File: src/rtl/stack_pointer.sv
// Stack pointer register with a one-cycle step of +1, +2, -1 or -2.
// Arithmetic is modulo 2^32 and wraps silently. Reset is asynchronous and
// loads the top of a 1 Mi-word memory.
module stack_pointer (
    input  logic        Clk,
    input  logic        Rst,
    input  logic        Change_SP,
    input  logic [1:0]  Control_Mux,
    output logic [31:0] Output_Signal
);

    localparam logic [31:0] SpResetVal = 32'h000F_FFFF;

    logic [31:0] r_sp;
    logic [31:0] w_sp_next;

    // Next SP for the selected step; only used when Change_SP is high.
    always_comb begin
        w_sp_next = r_sp;
        case (Control_Mux)
            2'b00:   w_sp_next = r_sp + 32'd1;
            2'b01:   w_sp_next = r_sp + 32'd2;
            2'b10:   w_sp_next = r_sp - 32'd1;
            2'b11:   w_sp_next = r_sp - 32'd2;
            default: w_sp_next = r_sp;
        endcase
    end

    // SP register: reset wins, otherwise step on enable, else hold.
    always_ff @(posedge Clk or posedge Rst) begin
        if (Rst) begin
            r_sp <= SpResetVal;
        end else if (Change_SP) begin
            r_sp <= w_sp_next;
        end
    end

    // Output comes straight from the register; no path from the inputs.
    assign Output_Signal = r_sp;

endmodule

File: config.mk
export PLATFORM = sky130hd
export DESIGN_NAME = stack_pointer
export DESIGN_NICKNAME = d
export VERILOG_FILES = /design/src/rtl/stack_pointer.sv
export SDC_FILE = /design/constraint.sdc
export NUM_CORES = 1
export LEC_CHECK = 0
export CAP_MARGIN = 20
export CORE_UTILIZATION = 40
export DETAILED_ROUTE_END_ITERATION = 16
export HOLD_SLACK_MARGIN = 0.1
export PLACE_DENSITY = 0.61
export SLEW_MARGIN = 0
export SYNTH_ARGS = -nofsm -noshare
export SYNTH_HDL_FRONTEND = slang
export SYNTH_SLANG_ARGS = --single-unit
File: constraint.sdc
create_clock -name Clk -period 7.3 [get_ports Clk]
set_input_delay 1.825 -clock Clk [delete_from_list [all_inputs] [get_ports Clk]]
set_output_delay 1.825 -clock Clk [all_outputs]
set_load 0.02 [all_outputs]
==> out/metrics.cfg, run 1 <==
[yosys]
ys_top_cells_by_count=nand2_1 (44), nor2_1 (34), xnor2_1 (34), nand4_1 (25), clkbuf_1 (22)
ys_seq_elements=32
avgSynthCellArea_um2=7.693
netlist_instances=471
synth_edf_count=0
yosysMostFrequentCell=nand2_1
synth_top_area_share_pct=14.50
yosys_most_used_dff=dfstp_2
synth_top_area_cell=dfstp_2
synth_area_leaders=dfstp_2 (15%), dfrtp_1 (8.3%), xnor2_1 (8.2%), nand2_1 (4.6%), nand4_1 (4.3%)
synth_seq_area_share_pct=22.79
synthArstFlopShare_pct=100.0
synth.distinct_cells=76
syn_nets=478
syn_area_mm2=0.003623
yosysWarnings=0

[layout]
antenna_cells=0
design_area_mm2=0.004025
syn_to_final_growth_pct=11.08
finalNetCount=478
multi_input_area_mm2=0.002526
largest_register_ffs=32
fillers=881
final_util_pct=45.93
final_cells=580
drive_above_1_share_pct=14.19
regArea_um2=825.8

[critical_path]
critPathBufInv=2
reg2reg_to=Output_Signal[23]
worst-setup-path-type=in -> reg
worstPathMaxFanout=13
crit_family=simple AND/OR/NAND/NOR gates
crit_chain=clkdlybuf4s50_1, inv_1, nor2_2, xnor2_1, ha_1, nor3_1, nand4_1, a21oi_1, and3_1, mux2i_1, a221o_1, xnor2_1
end_kind=flip-flop
cp_slowest_cell=nor2_2
reg2reg_from=Output_Signal[2]
cp_common_cell=xnor2_1
slowest_delay_ps=520
cp.arrival_ps=5350
crit_required_ps=7460
reg2reg_depth=10
start_kind=input port
reg2reg_slack_ps=4100

[clock_network]
cts_setup_buffers=0
cts_resized=0
clock_latency_ps=290
numCtsBuffers=5
path_clk_slew_ps=70
ctsHoldBuffers=0
cts_buffer_depth=2
cts_htree_levels=2
cts_root_buf=clkbuf_8
cts.sinks=32
cts_tree=built

[floorplan]
die_h_um=97.18
io_pins=37
row_count=34
die_w_um=97.18
dieArea_mm2=0.009443
start_util_pct=41.35
core_area_mm2=0.008763

[placement]
place_inst=572
hpwl_mm=8.088
gp_congestion=0.9147
placed_cell_area_mm2=0.003933
placement.io_buffers=36

[grt]
antenna_found_initial=0
grt_max_degree=46
grt-ovfl-total=0
grt_usage_pct=25.34
grtUsageMet3_pct=4.029
use_met1_pct=36.27
grtUsageMet2_pct=38.79
grt_pass1_wl_mm=19.37
grt_pass1_vias=3614
gr-max-usage-layer=met2

[timing]
max_slew_margin_pct=45.83
tns_ps=0
fmax_mhz=192.5
drv_slew=0
finalHoldViolations=0
skew_ps=6.910
finalCritPeriodShare_pct=71.16
setup_violations=0
period_minus_slack_ps=5195
worst_slew_pin_slew_ps=805.8
rsz0062_at_grt=no

[pwr]
ir_drop_mv=0.1184
finalPower_mw=1.434
power_density_mw_per_mm2=356.3
leakagePower_nw=1.235

[worst_hold_path]
hold_path_end=Output_Signal[31]
hp-start=Output_Signal[31]
worstHoldPathCells=1
hold_class=reg -> reg

[drt]
vias=3850
wl_per_cell_um=20.19
dr.pass1.iters=8
detail_route.vias_per_cell=6.638
drc=0
ant_nets=0
finalWirelength_mm=11.71
drt_iter0_markers=352

[run]
cap_violations=0

[outcome]
status=finished, final reports clean

==> cells by family (layout without fill, tap and decap cells) <==
kind of cell / after synthesis / count (layout) / share of synthesized area (%)
compound gates: 116 / 116 / 23.52
xor+xnor: 39 / 39 / 9.427
fa+ha+maj: 2 / 2 / 0.6905
buf+inv: 61 / 62 / 7.493
flops: 32 / 32 / 22.79
mux: 9 / 9 / 2.832
simple gates: 212 / 212 / 33.25
==> through the flow <==
stage	worst slack (ps)	hold WS, ps
after detailed placement	1909	460.8
final	2105	476.7
after global placement	1958	457.4
after floorplan	2784	550.8
after CTS	2198	480.7
after global routing	1965	511.4
==> how the worst max path moves through the flow <==
stage                     depth (start not counted)           endpoint  slack, ps            from
after floorplan                                  14  Output_Signal[24]       2780  Control_Mux[1]
after global placement                           12  Output_Signal[23]       1960  Control_Mux[0]
after detailed placement                         12  Output_Signal[23]       1910  Control_Mux[0]
after CTS                                        13  Output_Signal[29]       2200  Control_Mux[0]
after global routing                             12  Output_Signal[23]       1960  Control_Mux[0]
final                                            12  Output_Signal[23]       2110  Control_Mux[0]
==> cell usage in the layout, fill, tap and decap left out, types with 3 or more instances in the layout <==
master            n
o311ai_0          5
o21ai_0          16
o21ai_1           5
and3_1            5
nand2_1          44
o221ai_1          3
or4_4             3
clkdlybuf4s50_1  35
dfstp_2          20
or3_1            12
nand4_1          25
mux2i_1           8
and2_1            3
dfrtp_1          12
buf_4             6
inv_1            11
o31ai_1           7
nor3_1           16
a31oi_1           8
a211oi_1          3
or4_1             4
o211ai_1         12
nor2_1           34
o22ai_1           5
xor2_1            5
clkbuf_8          6
nand3_1          19
a22oi_1           4
a21oi_1          20
xnor2_1          34
nor4_2            5
nor4_1           19
nand2b_1          3
==> routing by layer <==
layer	routed length [um]	part of all wire [%]
met4	232	2.0
met1	5311	45
met2	5149	44
met3	1018	8.7
met5	0	0
==> cell type report <==
class	count	share of cell area, %
clock inverters	2	0.2487
multi-input cells	378	62.76
clock buffers	6	2.052
flip-flops and latches	32	20.52
inverters	12	1.119
repair buffers	42	9.947
well taps	108	3.357
==> report_power, final <==
group          switching (mW)  internal (mW)
logic                   0.383          0.316
registers               0.278          0.307
clock network          0.0742         0.0754
total                   0.736          0.699
Power figures use the tool's default switching activity.
==> run 2: changes to the inputs <==
- PLACE_DENSITY: 0.61 -> 0.63
- clock period: 7.3 -> 4.2 ns (I/O delays scaled with it)
==> out/metrics.cfg, run 2 (synthesized netlist as in run 1, its figures left out) <==
[critical_path]
crit_required_ps=4380
reg2reg_from=Output_Signal[2]
cp.arrival_ps=3980
reg2reg_to=Output_Signal[29]
reg2reg_slack_ps=1070
worstPathMaxFanout=7
start_kind=input port
end_kind=flip-flop
crit_chain=clkdlybuf4s50_1, inv_1, nor2_2, xnor2_1, ha_1, o311a_1, o2bb2ai_2, or4_4, a21oi_4, nand2_1, o22a_1, o22a_1, xnor2_1
slowest_delay_ps=550
cp_slowest_cell=or4_4
reg2reg_depth=11
worst-setup-path-type=in -> reg

[floorplan]
dieArea_mm2=0.009443
start_util_pct=41.35
die_h_um=97.18
die_w_um=97.18
row_count=34
io_pins=37
core_area_mm2=0.008763

[drt]
drt_iter0_markers=423
wl_per_cell_um=19.65
dr.pass1.iters=5
finalWirelength_mm=11.59
detail_route.vias_per_cell=6.600
ant_nets=0
vias=3894
drc=0

[grt]
grt_usage_pct=25.16
grt_max_degree=33
grt-ovfl-total=0
grt_pass1_wl_mm=19.21
grt_pass1_vias=3636
antenna_found_initial=0

[layout]
finalNetCount=488
fillers=861
final_common_cell=nand2_1
design_area_mm2=0.004113
drive_above_1_share_pct=15.98
final_cell_mix=nand2_1 (44), clkdlybuf4s50_1 (35), nor2_1 (34), xnor2_1 (34), nand4_1 (25)
largest_register_ffs=32
syn_to_final_growth_pct=13.50
regArea_um2=825.8
multi_input_area_mm2=0.002526
antenna_cells=0

[clock_network]
cts.sinks=32
cts_buffer_depth=2
cts_tree=built
cts_setup_buffers=0
clock_latency_ps=290
ctsHoldBuffers=0
cts_htree_levels=2
path_clk_slew_ps=80
cts_resized=0
cts_root_buf=clkbuf_8
numCtsBuffers=5

[worst_hold_path]
hold_class=reg -> reg
worstHoldPathCells=1
hold_path_end=Output_Signal[31]
hp-start=Output_Signal[31]

[pwr]
p_int_mw=1.235
ir_drop_mv=0.2721
switching_share_pct=50.70
leakagePower_nw=1.287
power_switching_mw=1.270
power_density_mw_per_mm2=608.9
pwr-share-clk_pct=10.4
p_seq_share_pct=40.5
combPwrFrac_pct=49.1

[timing]
max_slew_margin_pct=37.92
finalCritPeriodShare_pct=90.42
rsz0062_at_grt=no
period_minus_slack_ps=3798
fmax_mhz=263.3
drv_slew=0
setup_violations=0
worst_slew_pin_slew_ps=923.6
skew_ps=8.287
finalHoldViolations=0
tns_ps=0

[placement]
gp_congestion=0.9832
placed_cell_area_mm2=0.004020
placement.io_buffers=36
hpwl_mm=8.150

[outcome]
status=finished, final reports clean

[run]
cap_violations=0

[run 2: cell types whose count changed in the layout (fill, tap and decap cells not counted)]
| cell | previous run | this run |
|---|---|---|
| buf_4 | 6 | 15 |
| buf_12 | 0 | 1 |
[run 2: power groups by stage]
stage	Clock [mW]	Sequential, mW	Combinational, mW
after floorplan	0	0.820	0.925
after global placement	0	1.00	1.22
after detailed placement	0	1.01	1.22
after CTS	0.274	1.00	1.22
after global routing	0.291	1.06	1.33
final	0.261	1.01	1.23
[run 2: worst max-delay path, delay by kind of cell]
kind	cells	cell delay [ps]
simple gates	3	810
xor+xnor	2	250
buf+inv	2	610
compound gates	5	950
fa+ha+maj	1	310
[run 2: layer usage]
layer	vias to the layer above	routed length, um	GRT usage [%]
li1	1804	-	-
met1	1852	5117	36.89
met2	218	5247	37.70
met3	20	1042	3.525
met4	0	186	8.381
met5	-	0	0
[run 2: layout make-up]
class                   count  area share, %
multi-input cells         378          61.42
flip-flops and latches     32          20.08
repair buffers             52          11.86
well taps                 108          3.286
clock buffers               6          2.008
inverters                  12          1.095
clock inverters             2         0.2434
[run 2: how the worst max path moves through the flow]
stage	slack [ps]	end	cells past startpoint	start
2_1_floorplan	460	Output_Signal[24]	14	Control_Mux[1]
3_3_place_gp	190	Output_Signal[29]	13	Control_Mux[0]
3_5_place_dp	140	Output_Signal[29]	13	Control_Mux[0]
4_1_cts	440	Output_Signal[29]	13	Control_Mux[0]
5_1_grt	270	Output_Signal[25]	13	Control_Mux[0]
6_report	400	Output_Signal[29]	13	Control_Mux[0]
[run 2: through the flow]
| step | hold slack [ps] | utilization (%) | power, mW | worst slack (ps) | std cells |
|---|---|---|---|---|---|
| CTS | 475.6 | 46.93 | 2.499 | 442.1 | 590 |
| finish | 472.6 | 46.93 | 2.504 | 402.5 | 590 |
| detailed placement | 457.7 | 45.87 | 2.223 | 137.1 | 582 |
| global route | 514.3 | 46.93 | 2.679 | 265.9 | 590 |
| global placement | 462.3 | 45.87 | 2.220 | 190.1 | 582 |
| floorplan | 550.8 | - | 1.745 | 459.1 | 471 |
==> run 3: changes to the inputs <==
- ABC_AREA: not set -> 1
- PLACE_DENSITY: 0.63 -> 0.61
==> out/metrics.cfg, run 3 <==
[clock_network]
cts_tree=built
cts_htree_levels=2
ctsHoldBuffers=0
path_clk_slew_ps=60
cts_resized=0
cts_root_buf=clkbuf_16
numCtsBuffers=5
clock_latency_ps=290
cts_setup_buffers=0
cts_buffer_depth=2
cts.sinks=32

[timing]
max_slew_margin_pct=59.35
period_minus_slack_ps=3609
finalHoldViolations=0
fmax_mhz=277.1
drv_slew=0
rsz0062_at_grt=no
setup_violations=0
skew_ps=5.795
hold_slack_ps=520.5
tns_ps=0
finalCritPeriodShare_pct=85.93
worst_slew_pin_slew_ps=608.3
fin_ws_ps=590.8

[layout]
final_util_pct=45.89
final_cell_mix=nand2_1 (408), inv_1 (141), nand3_1 (118)
largest_register_ffs=32
final_common_cell=nand2_1
fillers=1566
regArea_um2=825.8
finalNetCount=1110
multi_input_area_mm2=0.004144
drive_above_1_share_pct=9.330
syn_to_final_growth_pct=10.63
antenna_cells=0

[grt]
grt_max_degree=52
grt_pass1_vias=6257
grt_pass1_wl_mm=34.29
antenna_found_initial=0
grt_usage_pct=30.01
grt-ovfl-total=0

[yosys]
yosysMostFrequentCell=nand2_1
synth_edf_count=0
yosys.area_share.simple_pct=51.87
synth-adder-area-share_pct=0.4313
syn_nets=1087
synth-xor-area-share_pct=4.572
synth_top_area_share_pct=26.40
ys_seq_elements=32
synth.distinct_cells=48
yosysWarnings=0
synth-compound-area-share_pct=14.56
synth_seq_area_share_pct=14.23
syn_area_mm2=0.005802
synth_top_area_cell=nand2_1
muxShareOfSynthArea_pct=0
synthArstFlopShare_pct=100.0
netlist_instances=1080
avgSynthCellArea_um2=5.372
ys_top_cells_by_count=nand2_1 (408), inv_1 (141), nand3_1 (118), nor2_1 (106), a21oi_1 (37)
yosys_most_used_dff=dfstp_2
synth_top_family_by_area=simple AND/OR/NAND/NOR gates
synth_area_leaders=nand2_1 (26%), nand3_1 (10%), inv_1 (9.1%), dfstp_2 (9.1%), nor2_1 (6.9%)

[critical_path]
slowest_delay_ps=580
end_kind=flip-flop
cp.arrival_ps=3780
crit_chain=clkdlybuf4s50_1, buf_4, inv_1, nor2_4, nand2_1, nand2_1, inv_1, a31oi_1, o21ai_0, nor2_1, nand2_1, nand2_1, nand2_1, nand3_1, nand2_1
start_kind=input port
crit_family=simple AND/OR/NAND/NOR gates
cp_slowest_cell=clkdlybuf4s50_1
worst-setup-path-type=in -> reg
worstPathMaxFanout=24
cp_common_cell=nand2_1
critPathBufInv=4
crit_required_ps=4380

[placement]
gp_congestion=0.9393
hpwl_mm=17.45
dp_slack_ps=403.3
placement.io_buffers=36

[run]
cap_violations=0

[worst_hold_path]
hold_class=reg -> reg

[drt]
drc=0
drt_iter0_markers=920
wl_per_cell_um=16.96
vias=7092
dr.pass1.iters=7
finalWirelength_mm=21.77
ant_nets=0
detail_route.vias_per_cell=5.523

[floorplan]
die_w_um=122.4
core_area_mm2=0.01399
io_pins=37
row_count=43
start_util_pct=41.48
die_h_um=122.4
dieArea_mm2=0.01499

[pwr]
p_int_mw=1.284
switching_share_pct=55.49
power_switching_mw=1.600
leakagePower_nw=3.324
p_seq_share_pct=22.3
power_density_mw_per_mm2=449.3
combPwrFrac_pct=63.4
pwr-share-clk_pct=14.3
ir_drop_mv=0.1708

[outcome]
status=finished, final reports clean

[run 3: layout make-up]
type | instances | area share (%)
timing repair buffer | 48 | 7.212
tap | 180 | 3.509
inverter | 159 | 9.337
clock inverter | 2 | 0.1754
clock buffer | 6 | 2.339
multi-input combinational | 857 | 64.56
sequential | 32 | 12.87
[run 3: stage by stage]
step / total power [mW] / std cells / area (um^2)
6_report: 2.884 / 1284 / 6419
5_1_grt: 3.100 / 1284 / 6419
4_1_cts: 2.840 / 1284 / 6419
3_5_place_dp: 2.421 / 1276 / 6257
3_3_place_gp: 2.427 / 1276 / 6257
2_1_floorplan: 1.823 / 1080 / 5802
[run 3: path summary, 6_finish.rpt]
check                                    endpoint  slack, ps  cells past startpoint               from
worst max-delay path            Output_Signal[31]        590                     15     Control_Mux[1]
worst min-delay path            Output_Signal[18]        520                      2  Output_Signal[18]
worst max register to register  Output_Signal[25]       1660                     16  Output_Signal[16]
worst min register to register  Output_Signal[18]        520                      2  Output_Signal[18]
max in group asynchronous        Output_Signal[1]       2320                      3                Rst
min in group asynchronous       Output_Signal[27]       1130                      2                Rst
[run 3: kinds of logic after synthesis]
| kind of cell | Yosys count |
|---|---|
| and+or+nand+nor | 699 |
| DFF | 32 |
| AOI/OAI and AO/OA | 130 |
| adders and majority gates | 2 |
| xor gates and xnor gates | 26 |
| buffers and inverters | 191 |
[run 3: routing by layer]
layer	share of wire [%]	routed length (um)	global-route usage (%)	up-vias
met2	42	9068	44.24	345
met1	47	10290	44.91	3209
met3	8.7	1889	3.578	37
met5	0	0	0	-
met4	2.4	527	9.146	0
li1	-	-	-	3501
[run 3: worst reg2reg max path: stages, from the launching register on]
cell and delay, ps:
dfstp_2 600, clkinv_1 330, nand2_1 160, nand2_1 90, inv_1 100, nand2_1 80, inv_1 70, nand2_1 80
nor2_1 170, nor2b_1 150, nand2_1 90, nand2_1 90, nand2_1 50, nand3_1 190, nand2_1 80, nand2_1 60
nand2_1 50
[run 3: power by group through the flow]
stage               clock network [mW]  logic (mW)  registers [mW]
detailed placement                   0        1.78           0.638
finish                           0.413        1.83           0.644
CTS                              0.416        1.79           0.634
floorplan                            0        1.15           0.669
global route                     0.426        2.02           0.656
global placement                     0        1.79           0.637
